==> config.mk <==
export PLATFORM = sky130hd
export DESIGN_NAME = decoder_5to32
export DESIGN_NICKNAME = d
export VERILOG_FILES = /design/src/rtl/decoder_5to32.sv
export SDC_FILE = /design/constraint.sdc
export NUM_CORES = 1
export LEC_CHECK = 0
export BUFFER_PORTS_ARGS = -buffer_cell sky130_fd_sc_hd__buf_2
export CORE_MARGIN = 1
export CORE_UTILIZATION = 47
export DETAILED_ROUTE_END_ITERATION = 16
export GPL_TIMING_DRIVEN = 1
export PLACE_DENSITY = 0.79
export SLEW_MARGIN = 0
export SYNTH_ARGS = -nofsm -noshare
export SYNTH_HDL_FRONTEND = slang
export SYNTH_SLANG_ARGS = --single-unit
==> constraint.sdc <==
create_clock -name clk -period 2.2 [get_ports clk]
set_clock_uncertainty 0.15 [all_clocks]
set_input_delay 0.11 -clock clk [delete_from_list [all_inputs] [get_ports clk]]
set_output_delay 0.11 -clock clk [all_outputs]
set_load 0.05 [all_outputs]
==> src/rtl/decoder_5to32.sv <==
// 5-to-32 one-hot decoder: a combinational decode plus a registered capture path
// with change detection. Define DECODER_5TO32_ERRCHK_EN to add the sticky err_q checker.
module decoder_5to32 #(
  parameter bit HOLD_ON_DISABLE = 1'b1
) (
  input  logic        clk,
  input  logic        rst,
  input  logic [4:0]  S,
  input  logic        en,
  output logic [31:0] m,
  output logic [31:0] m_q,
  output logic [4:0]  idx_q,
  output logic        valid_q,
  output logic        chg_q
`ifdef DECODER_5TO32_ERRCHK_EN
  ,
  output logic        err_q
`endif
);

  logic [31:0] w_m;
  logic        w_chg;

  logic [31:0] r_m_q;
  logic [4:0]  r_idx;
  logic        r_valid;
  logic        r_chg;

  // One comparator per output line, so m has no path through clk, rst or en.
  for (genvar i = 0; i < 32; i++) begin : g_dec
    assign w_m[i] = (S == 5'(i));
  end

  // A capture counts as a change when nothing was held yet, so the first capture
  // after reset pulses even for S=0.
  assign w_chg = !r_valid || (S != r_idx);

  always_ff @(posedge clk) begin
    if (rst) begin
      r_m_q   <= '0;
      r_idx   <= '0;
      r_valid <= 1'b0;
      r_chg   <= 1'b0;
    end else if (en) begin
      r_m_q   <= w_m;
      r_idx   <= S;
      r_valid <= 1'b1;
      r_chg   <= w_chg;
    end else begin
      r_chg <= 1'b0;
      if (!HOLD_ON_DISABLE) begin
        r_m_q   <= '0;
        r_valid <= 1'b0;
      end
    end
  end

  assign m       = w_m;
  assign m_q     = r_m_q;
  assign idx_q   = r_idx;
  assign valid_q = r_valid;
  assign chg_q   = r_chg;

`ifdef DECODER_5TO32_ERRCHK_EN
  logic w_onehot;
  logic w_bad;
  logic r_err;

  assign w_onehot = (r_m_q != '0) && ((r_m_q & (r_m_q - 32'd1)) == '0);
  assign w_bad    = r_valid ? !w_onehot : (r_m_q != '0);

  always_ff @(posedge clk) begin
    if (rst) r_err <= 1'b0;
    else     r_err <= r_err | w_bad;
  end

  assign err_q = r_err;
`endif

endmodule

==> Word-level counts from Yosys, hierarchy flattened <==
Cells that the tools add are included.
{ "word_totals": {"in_bits": 8, "regBits": 39, "output_inout_bits": 71} }
{ "classes": {"bitwise": 1, "reduce_logical": 4, "n_eq_ne": 32} }
{ "ops": {"columns": ["operator", "n"], "rows": [
  ["5-bit == test (second input constant)", 16],
  ["5-bit by 4-bit == test with 1-bit output (second input constant)", 8],
  ["5-bit by 3-bit == test with 1-bit output (second input constant)", 4],
  ["5-bit by 2-bit == test with 1-bit output (second input constant)", 2],
  ["5-bit by 1-bit == test with 1-bit output (second input constant)", 1],
  ["5-bit logical NOT", 1],
  ["5-bit != test", 1],
  ["2-bit OR reduction", 1],
  ["1-bit logical NOT", 1],
  ["1-bit logical OR", 1],
  ["1-bit NOT", 1]
]} }

==> Depth between registers and ports, before layout <==
Gate-level depths: netlist (run 1).
{ "depth": {"word_depth": 2, "mapped_depth": 5, "depth_no_buf": 3} }

==> Least setup slack after synthesis (run 1) <==
Ideal clock, no wire load.
{ "synth_path": {"path_kind": "in2out", "from": "input port S[2]", "to": "output port m[8]", "arrival_ns": 1.670, "required_ns": 1.940, "path_buffers": 1, "setup_slack_ns": 0.270, "cell_stages": 4, "path_cell_list": "buf_6 nand2b_4 or2_4 nor3_1"} }
{ "synth_via": {"elab_chain_cells": 1} }
{ "synth_rtl": {"columns": ["item", "line", "rtl"], "rows": [
  ["start: declaration", "8", "input logic [4:0] S,"],
  ["5-bit by 4-bit == test with 1-bit output", "31", "assign w_m[i] = (S == 5'(i));"],
  ["end: declaration", "10", "output logic [31:0] m,"]
]} }
No other way between the ends.

==> Final worst setup path (run 1) <==
{ "layout_path": {"from": "input port S[2]", "to": "output port m[12]"} }
Same word-level chain as after synthesis.

==> results.toml, run 1 <==
[floorplanning]
total_core_area_um2 = 3740
num_rows = 22
initial_core_util_pct = 50.3
floorplan.die_area_um2 = 4260
i_o_pin_count = 79
die_h_um = 65.3
floorplan.die.width_um = 65.3

[synth]
synth_area_um2 = 1880
yosys-top-cells-area = "dfxtp_1, a22oi_1, nor2_1, buf_6, nor3b_4"
syn_avg_cell_area_um2 = 9.28
ys_ff_latch = 39
asyncSetResetFlopFracSynth_pct = 0
synth-main-ff-cell = "dfxtp_1"
postSynthNetCount = 211
synth_seq_area_share_pct = 41.5
syn_inst = 203
synthTopCellsByCount = "nor2_1, dfxtp_1, a22oi_1"
post-synth-top-area-fraction_pct = 41.5
yosysWarningCount = 0
netlist.top_cell.by_area = "dfxtp_1"
netlist-cell-type-count = 31
number_of_flops_mapped_to_enable_cells_by_yosys = 0
synthMostInstantiatedCell = "nor2_1"

[worst_hold_path]
holdCritPathClass = "in2reg"
hold_start = "en"
holdPathEnd = "valid_q"
whs_path_depth = 3

[cts]
clock-sinks = 39
holdBufCountCts = 0
cts-root-buf = "clkbuf_8"
cts_htree_levels = 2
numCtsBuffers = 5
cts_max_path_buffers = 2
cts.repair.resized = 0
worst_setup_hold_path_clk_slew_ps = 70
cts_tree = "yes"
post-cts-setup-buffer-count = 0
worstSkewPairLatency_ps = 290

[routing]
drt.antenna.violating_nets = 0
drc = 0
via_total_after_detailed_routing = 1682
detail_route.wl_per_cell_um = 13.7
route.final.wire_length_mm = 4.38
route.detailed.vias_per_inst = 5.27
drt_iter0_markers = 94
firstDrtPassIters = 6

[worst_setup_path]
critical_path.startpoint = "S[2]"
rr_endpoint = "chg_q"
worst_ep_arrival_time_ps = 1380
worst_r2r_startpoint = "idx_q[3]"
reg2reg_depth = 3
reg2reg_setup_slack_ps = 930
startpoint_type = "primary input"
path_max_fanout = 18
crit_path_end_kind = "output pin"
critPathKind = "in2out"
worstPathRequired_ps = 1940

[sta]
hold_viol_final = 0
timing_max_transition_violations_final = 0
min_period_ps = 1640
timing.final.crit_share_pct = 74.7
rsz0062_at_grt = "false"
worst_slew_pin_slew_ps = 950
slew_headroom_pct = 36.6
finalSetupViolations = 0
fin_worst_hold_slack_ps = 99.6
setup-tns-final_ps = 0
fmax_mhz = 608

[global_routing]
grt_antenna_before_repair = 0
grt_usage_pct = 21.3
via_count_of_the_first_global_routing_pass = 1405
remaining_global_route_overflow = 0
grt_start_max_net_pins = 40
grt_pass1_wl_mm = 6.93

[power_and_ir_drop]
finalPower_mw = 1.49
power_density_nw_per_um2 = 653
cell_leakage_power_nw = 1.11
vdd_drop_max_v = 0.000355

[cells_and_area]
layout-drive-gt1-share_pct = 38.0
area_delta_synth_final_pct = 20.9
layout.nets = 278
num_antenna_cells = 0

[placement]
dp_hpwl_mm = 3.00
placement.io_buffers = 78
place_congestion = 0.834

[flow_run]
cap_viol_max_count = 0

[run_status]
status = "finished clean"
[flip-flops by register name, summed over array words and instances (netlist names)]
signal   cells
m_q         32
idx_q        5
valid_q      1
chg_q        1
[layer usage]
layer | part of all wire, % | global-route usage (%) | wire length (µm) | vias to the layer above
li1 | - | - | - | 836
met1 | 45 | 27.6 | 1960 | 781
met2 | 49 | 34.0 | 2120 | 60
met3 | 5.6 | 4.69 | 243 | 5
met4 | 1.2 | 8.97 | 52 | 0
met5 | 0 | 0 | 0 | -
[cell families after synthesis]
kind of cell / synth area share [%]
buffers and inverters: 8.50
and+or+nand+nor: 31.8
xor gates and xnor gates: 2.33
DFF: 41.5
muxes: 2.66
AOI/OAI and AO/OA: 13.2
[area by class of cell]
type	count	area (µm²)
fillers	357	1470
multi-input cells	145	942
flip-flops and latches	39	781
repair buffers	78	390
clock buffers	8	100
well taps	48	60.1
inverters	1	3.75
[worst max-delay path by stage]
| stage | to | slack (ps) | cells after the start |
|---|---|---|---|
| 2_1_floorplan | m[8] | 270 | 4 |
| 3_3_place_gp | m[12] | 590 | 5 |
| 3_5_place_dp | m[12] | 580 | 5 |
| 4_1_cts | m[12] | 570 | 5 |
| 5_1_grt | m[12] | 440 | 5 |
| 6_report | m[12] | 560 | 5 |
[metrics by stage]
| stage | std cells | setup slack (ps) | utilization [%] | area [µm²] |
|---|---|---|---|---|
| 2_1_floorplan | 203 | 270 | - | 1880 |
| 3_3_place_gp | 311 | 593 | 58.2 | 2180 |
| 3_5_place_dp | 311 | 576 | 58.2 | 2180 |
| 4_1_cts | 319 | 567 | 60.8 | 2280 |
| 5_1_grt | 319 | 441 | 60.8 | 2280 |
| 6_report | 319 | 556 | 60.8 | 2280 |
[critical path, cell delays in order]
cell and delay (ps):
buf_2 370, nand2_1 210, or2_4 290, nor3_1 120, buf_2 280
[report_power, final]
group	internal [mW]	switching, mW
clock	0.286	0.230
sequential	0.719	0.00880
combinational	0.0625	0.181
[layout by cell type (no fill, tap or decap)]
cell / instances
a22oi_1: 32
a311oi_1: 1
and3_1: 2
and3_4: 1
and3b_1: 5
and3b_4: 2
buf_2: 78
clkbuf_1: 1
clkbuf_8: 7
dfxtp_1: 39
inv_1: 1
mux2i_1: 5
nand2_1: 2
nand2b_1: 2
nand2b_4: 2
nand3_1: 1
nand3b_1: 2
nor2_1: 63
nor3_1: 6
nor3_2: 2
nor3_4: 1
nor3b_2: 2
nor3b_4: 3
nor4_1: 1
or2_4: 3
or3_4: 1
or3b_4: 1
xnor2_1: 1
xor2_1: 4
No activity file was read; power rests on OpenSTA's default activity.
==> run 2: changes to the inputs <==
==> constraint.sdc (replaced) <==
create_clock -name clk -period 1.6 [get_ports clk]
set_clock_uncertainty 0.15 [all_clocks]
set_input_delay 0.08 -clock clk [delete_from_list [all_inputs] [get_ports clk]]
set_output_delay 0.08 -clock clk [all_outputs]
set_load 0.05 [all_outputs]
==> run 2 against run 1 <==
  * Combinational power is 46% higher
  * Global-route usage is 0.28 points lower
  * Setup slack worse by 320 ps
  * First-iteration DRC count is 29% higher
  * Non-clock buffer count is 8 higher
  * Power is 34% higher
  * Design area is 3.8% higher
  * Routed wire length is 1.0% lower
  * Hold slack worse by 50 ps
  * Sequential share of layout area is 1.3 points lower
  * Die area stayed put
  * Clock power is 23% higher
  * Critical path type unchanged
  * Largest power group unchanged
==> results.toml, run 2 (same netlist as run 1, synthesis figures left out) <==
[worst_hold_path]
holdCritPathClass = "in2reg"

[sta]
fin_worst_hold_slack_ps = 49.5
min_period_ps = 1370
rsz0062_at_grt = "false"
slew_headroom_pct = 71.8
fmax_mhz = 732
hold_viol_final = 0
timing.final.crit_share_pct = 85.3
timing_max_transition_violations_final = 0
setup-tns-final_ps = 0
finalSetupViolations = 0
worst_slew_pin_slew_ps = 423

[floorplanning]
floorplan.die_area_um2 = 4260
die_h_um = 65.3
i_o_pin_count = 79
floorplan.die.width_um = 65.3
num_rows = 22
initial_core_util_pct = 50.3
total_core_area_um2 = 3740

[routing]
drc = 0
drt_iter0_markers = 121
detail_route.wl_per_cell_um = 13.2
route.detailed.vias_per_inst = 5.29
firstDrtPassIters = 4
via_total_after_detailed_routing = 1730
route.final.wire_length_mm = 4.33
drt.antenna.violating_nets = 0

[placement]
place_congestion = 0.877
dp_hpwl_mm = 3.13
placement.io_buffers = 78
placed_area_um2 = 2280

[global_routing]
remaining_global_route_overflow = 0
via_count_of_the_first_global_routing_pass = 1381
grt_usage_pct = 21.0
grt_pass1_wl_mm = 6.90
grt_antenna_before_repair = 0
grt_start_max_net_pins = 34

[cells_and_area]
final_cell_area_um2 = 2360
register_area_um2 = 781
largest_reg_flops = 32
finish.utilization_pct = 63.1
num_antenna_cells = 0
area_delta_synth_final_pct = 25.5
layout.nets = 286
mostFrequentLayoutCell = "buf_2"
layout-drive-gt1-share_pct = 42.3
multi_input_comb_area_um2 = 972
layout_common_cells = "buf_2, nor2_1, dfxtp_1"
num-fill-cells = 339

[cts]
cts_tree = "yes"
numCtsBuffers = 5
post-cts-setup-buffer-count = 0
cts.repair.resized = 0
holdBufCountCts = 0
cts-root-buf = "clkbuf_8"
worst_setup_hold_path_clk_slew_ps = 70
cts_max_path_buffers = 2
cts_htree_levels = 2
worstSkewPairLatency_ps = 290
clock-sinks = 39

[worst_setup_path]
worstPathRequired_ps = 1370
startpoint_type = "primary input"
worst_ep_arrival_time_ps = 1140
critPathKind = "in2out"
path_max_fanout = 21
crit_path_end_kind = "output pin"

[run_status]
status = "finished clean"

[flow_run]
cap_viol_max_count = 0

[power_and_ir_drop]
power_density_nw_per_um2 = 842
cell_leakage_power_nw = 1.16
vdd_drop_max_v = 0.000487
-- run 2: changes by cell type in the layout (fill, tap and decap cells not counted), sizes merged --
cell / delta
clkinv: +3
buf: +8
clkbuf: -3
-- run 2: path summary, 6_finish.rpt --
kind / start / to / slack (ps) / depth (start not counted)
worst min register to register: valid_q / valid_q / 340 / 2
worst max-delay path: S[1] / m[16] / 230 / 4
worst max register to register: idx_q[3] / chg_q / 410 / 3
worst min-delay path: rst / m_q[1] / 50 / 2
-- run 2: area by class of cell --
cell class | instances | area share (%)
multi-input combinational | 145 | 41.1
sequential | 39 | 33.0
timing repair buffer | 86 | 19.6
clock buffer | 5 | 2.91
tap | 48 | 2.54
clock inverter | 3 | 0.635
inverter | 1 | 0.159
-- run 2: metrics by stage --
stage               instances  power, mW  setup slack (ps)
floorplan                 203       1.32              91.0
global placement          319       1.38               254
detailed placement        319       1.38               236
CTS                       327       2.01               228
global route              327       2.07               153
finish                    327       1.99               234
-- run 2: power by group --
group	total, mW	switching, mW	internal (mW)
Combinational	0.356	0.253	0.103
Sequential	0.999	0.0118	0.988
Clock	0.635	0.337	0.298
Total	1.99	0.602	1.39
-- run 2: worst max-delay path, stage by stage --
cell    delay [ps]
buf_2          220
or3b_4         440
nor3_2         100
buf_2          280
-- run 2: routing by layer --
layer	routed length, µm	track usage (%)
met3	227	4.34
met2	1970	29.4
met5	0	0
met4	82	9.51
met1	2060	30.7
==> run 3: changes to the inputs <==
--- a/config.mk
+++ b/config.mk
@@ -10,7 +10,7 @@
 export CORE_UTILIZATION = 47
 export DETAILED_ROUTE_END_ITERATION = 16
 export GPL_TIMING_DRIVEN = 1
-export PLACE_DENSITY = 0.79
+export PLACE_DENSITY = 0.82
 export SLEW_MARGIN = 0
 export SYNTH_ARGS = -nofsm -noshare
 export SYNTH_HDL_FRONTEND = slang
==> run 3 against run 2 <==
  * Combinational power barely moved
  * Sequential share of layout area is 0.65 points lower
  * Register-to-register slack got worse by 80 ps
  * Setup slack worse by 15 ps
  * Routed wire length rose by 3.3%
  * Largest cell class unchanged
==> results.toml, run 3 (same netlist as run 1, synthesis figures left out) <==
[worst_setup_path]
cpPeakStageDelay_ps = 440
startpoint_type = "primary input"
worstPathRequired_ps = 1370
worst_ep_arrival_time_ps = 1150
crit_path_end_kind = "output pin"
critPathKind = "in2out"
path_max_fanout = 15
slowest_stage = "or3b_4"
worst_path_most_repeated_cell = "buf_2"
cp_cell_sequence = "buf_2, or3b_4, nor3_2, buf_2"

[cells_and_area]
largest_reg_flops = 32
layout-drive-gt1-share_pct = 42.5
layout.nets = 287
layout_common_cells = "buf_2, nor2_1, dfxtp_1"
area_delta_synth_final_pct = 28.0
num_antenna_cells = 0
mostFrequentLayoutCell = "buf_2"

[routing]
drc = 0
drt_iter0_markers = 191
detail_route.wl_per_cell_um = 13.6
drt.antenna.violating_nets = 0
route.detailed.vias_per_inst = 5.34
firstDrtPassIters = 5
via_total_after_detailed_routing = 1751
route.final.wire_length_mm = 4.47

[cts]
post-cts-setup-buffer-count = 0
cts_tree = "yes"
cts.repair.resized = 0
worstSkewPairLatency_ps = 290
cts_htree_levels = 2
holdBufCountCts = 0
worst_setup_hold_path_clk_slew_ps = 80
cts-root-buf = "clkbuf_8"
cts_max_path_buffers = 2
clock-sinks = 39
numCtsBuffers = 5

[global_routing]
grt_antenna_before_repair = 0
grt_pass1_wl_mm = 7.00
globalRouteMet2Util_pct = 32.9
grt_start_max_net_pins = 40
grt_usage_pct = 21.5
remaining_global_route_overflow = 0
via_count_of_the_first_global_routing_pass = 1413
busiest_layer = "met2"
met3_usage_pct = 4.69
grtUsageMet1_pct = 29.3

[worst_hold_path]
holdCritPathClass = "in2reg"

[floorplanning]
floorplan.die_area_um2 = 4260
i_o_pin_count = 79
initial_core_util_pct = 50.3
total_core_area_um2 = 3740
die_h_um = 65.3
floorplan.die.width_um = 65.3
num_rows = 22

[sta]
timing_max_transition_violations_final = 0
timing.final.crit_share_pct = 86.3
min_period_ps = 1380
hold_viol_final = 0
rsz0062_at_grt = "false"
slew_headroom_pct = 39.3
worst_slew_pin_slew_ps = 909
setup-tns-final_ps = 0
final_critical_path_setup_slack_ps = 219
fmax_mhz = 724
finalSetupViolations = 0

[power_and_ir_drop]
cell_leakage_power_nw = 1.18
vdd_drop_max_v = 0.000835
power_density_nw_per_um2 = 966

[placement]
place_congestion = 0.814
placement.io_buffers = 78
dp_worst_setup_slack_ps = 190
dp_hpwl_mm = 3.19

[flow_run]
cap_viol_max_count = 0

[run_status]
status = "finished clean"
==> run 3: layout make-up <==
cell class	instances	area, µm²
Inverter	1	3.75
Timing Repair Buffer	87	458
Clock inverter	3	67.6
Sequential cell	39	781
Tap cell	48	60.1
Fill cell	330	1330
Clock buffer	5	68.8
Multi-Input combinational cell	145	972
==> run 3: layer usage <==
metal / vias to the layer above / wire length [µm] / share of wire [%]
li1: 851 / - / -
met1: 847 / 2100 / 47
met2: 48 / 2150 / 48
met3: 5 / 195 / 4.4
met4: 0 / 34 / 0.76
met5: - / 0 / 0
==> run 3: critical path: cells and delay by family <==
kind	cells	cell delay [ps]
and+or+nand+nor	2	550
buffers and inverters	2	520
==> run 3: final timing paths <==
check	start	end	slack [ps]	cells after the start
worst max-delay path	S[4]	m[16]	220	4
worst min-delay path	S[1]	idx_q[1]	70	3
worst max register to register	idx_q[3]	chg_q	330	3
worst min register to register	valid_q	valid_q	350	2
==> run 3: metrics by stage <==
stage | area (µm²) | util, % | hold WS, ps | instances | power, mW
floorplan | 1910 | - | 190 | 203 | 1.32
global placement | 2270 | 60.8 | 323 | 320 | 1.37
detailed placement | 2270 | 60.8 | 344 | 320 | 1.37
CTS | 2410 | 64.4 | 69.9 | 328 | 2.34
global route | 2410 | 64.4 | 94.4 | 328 | 2.42
finish | 2410 | 64.4 | 67.6 | 328 | 2.33
==> run 3: report_power, final <==
part / leakage [nW] / switching (mW) / internal [mW]
logic: 0.797 / 0.254 / 0.101
registers: 0.316 / 0.0120 / 0.987
clock network: 0.0644 / 0.354 / 0.622
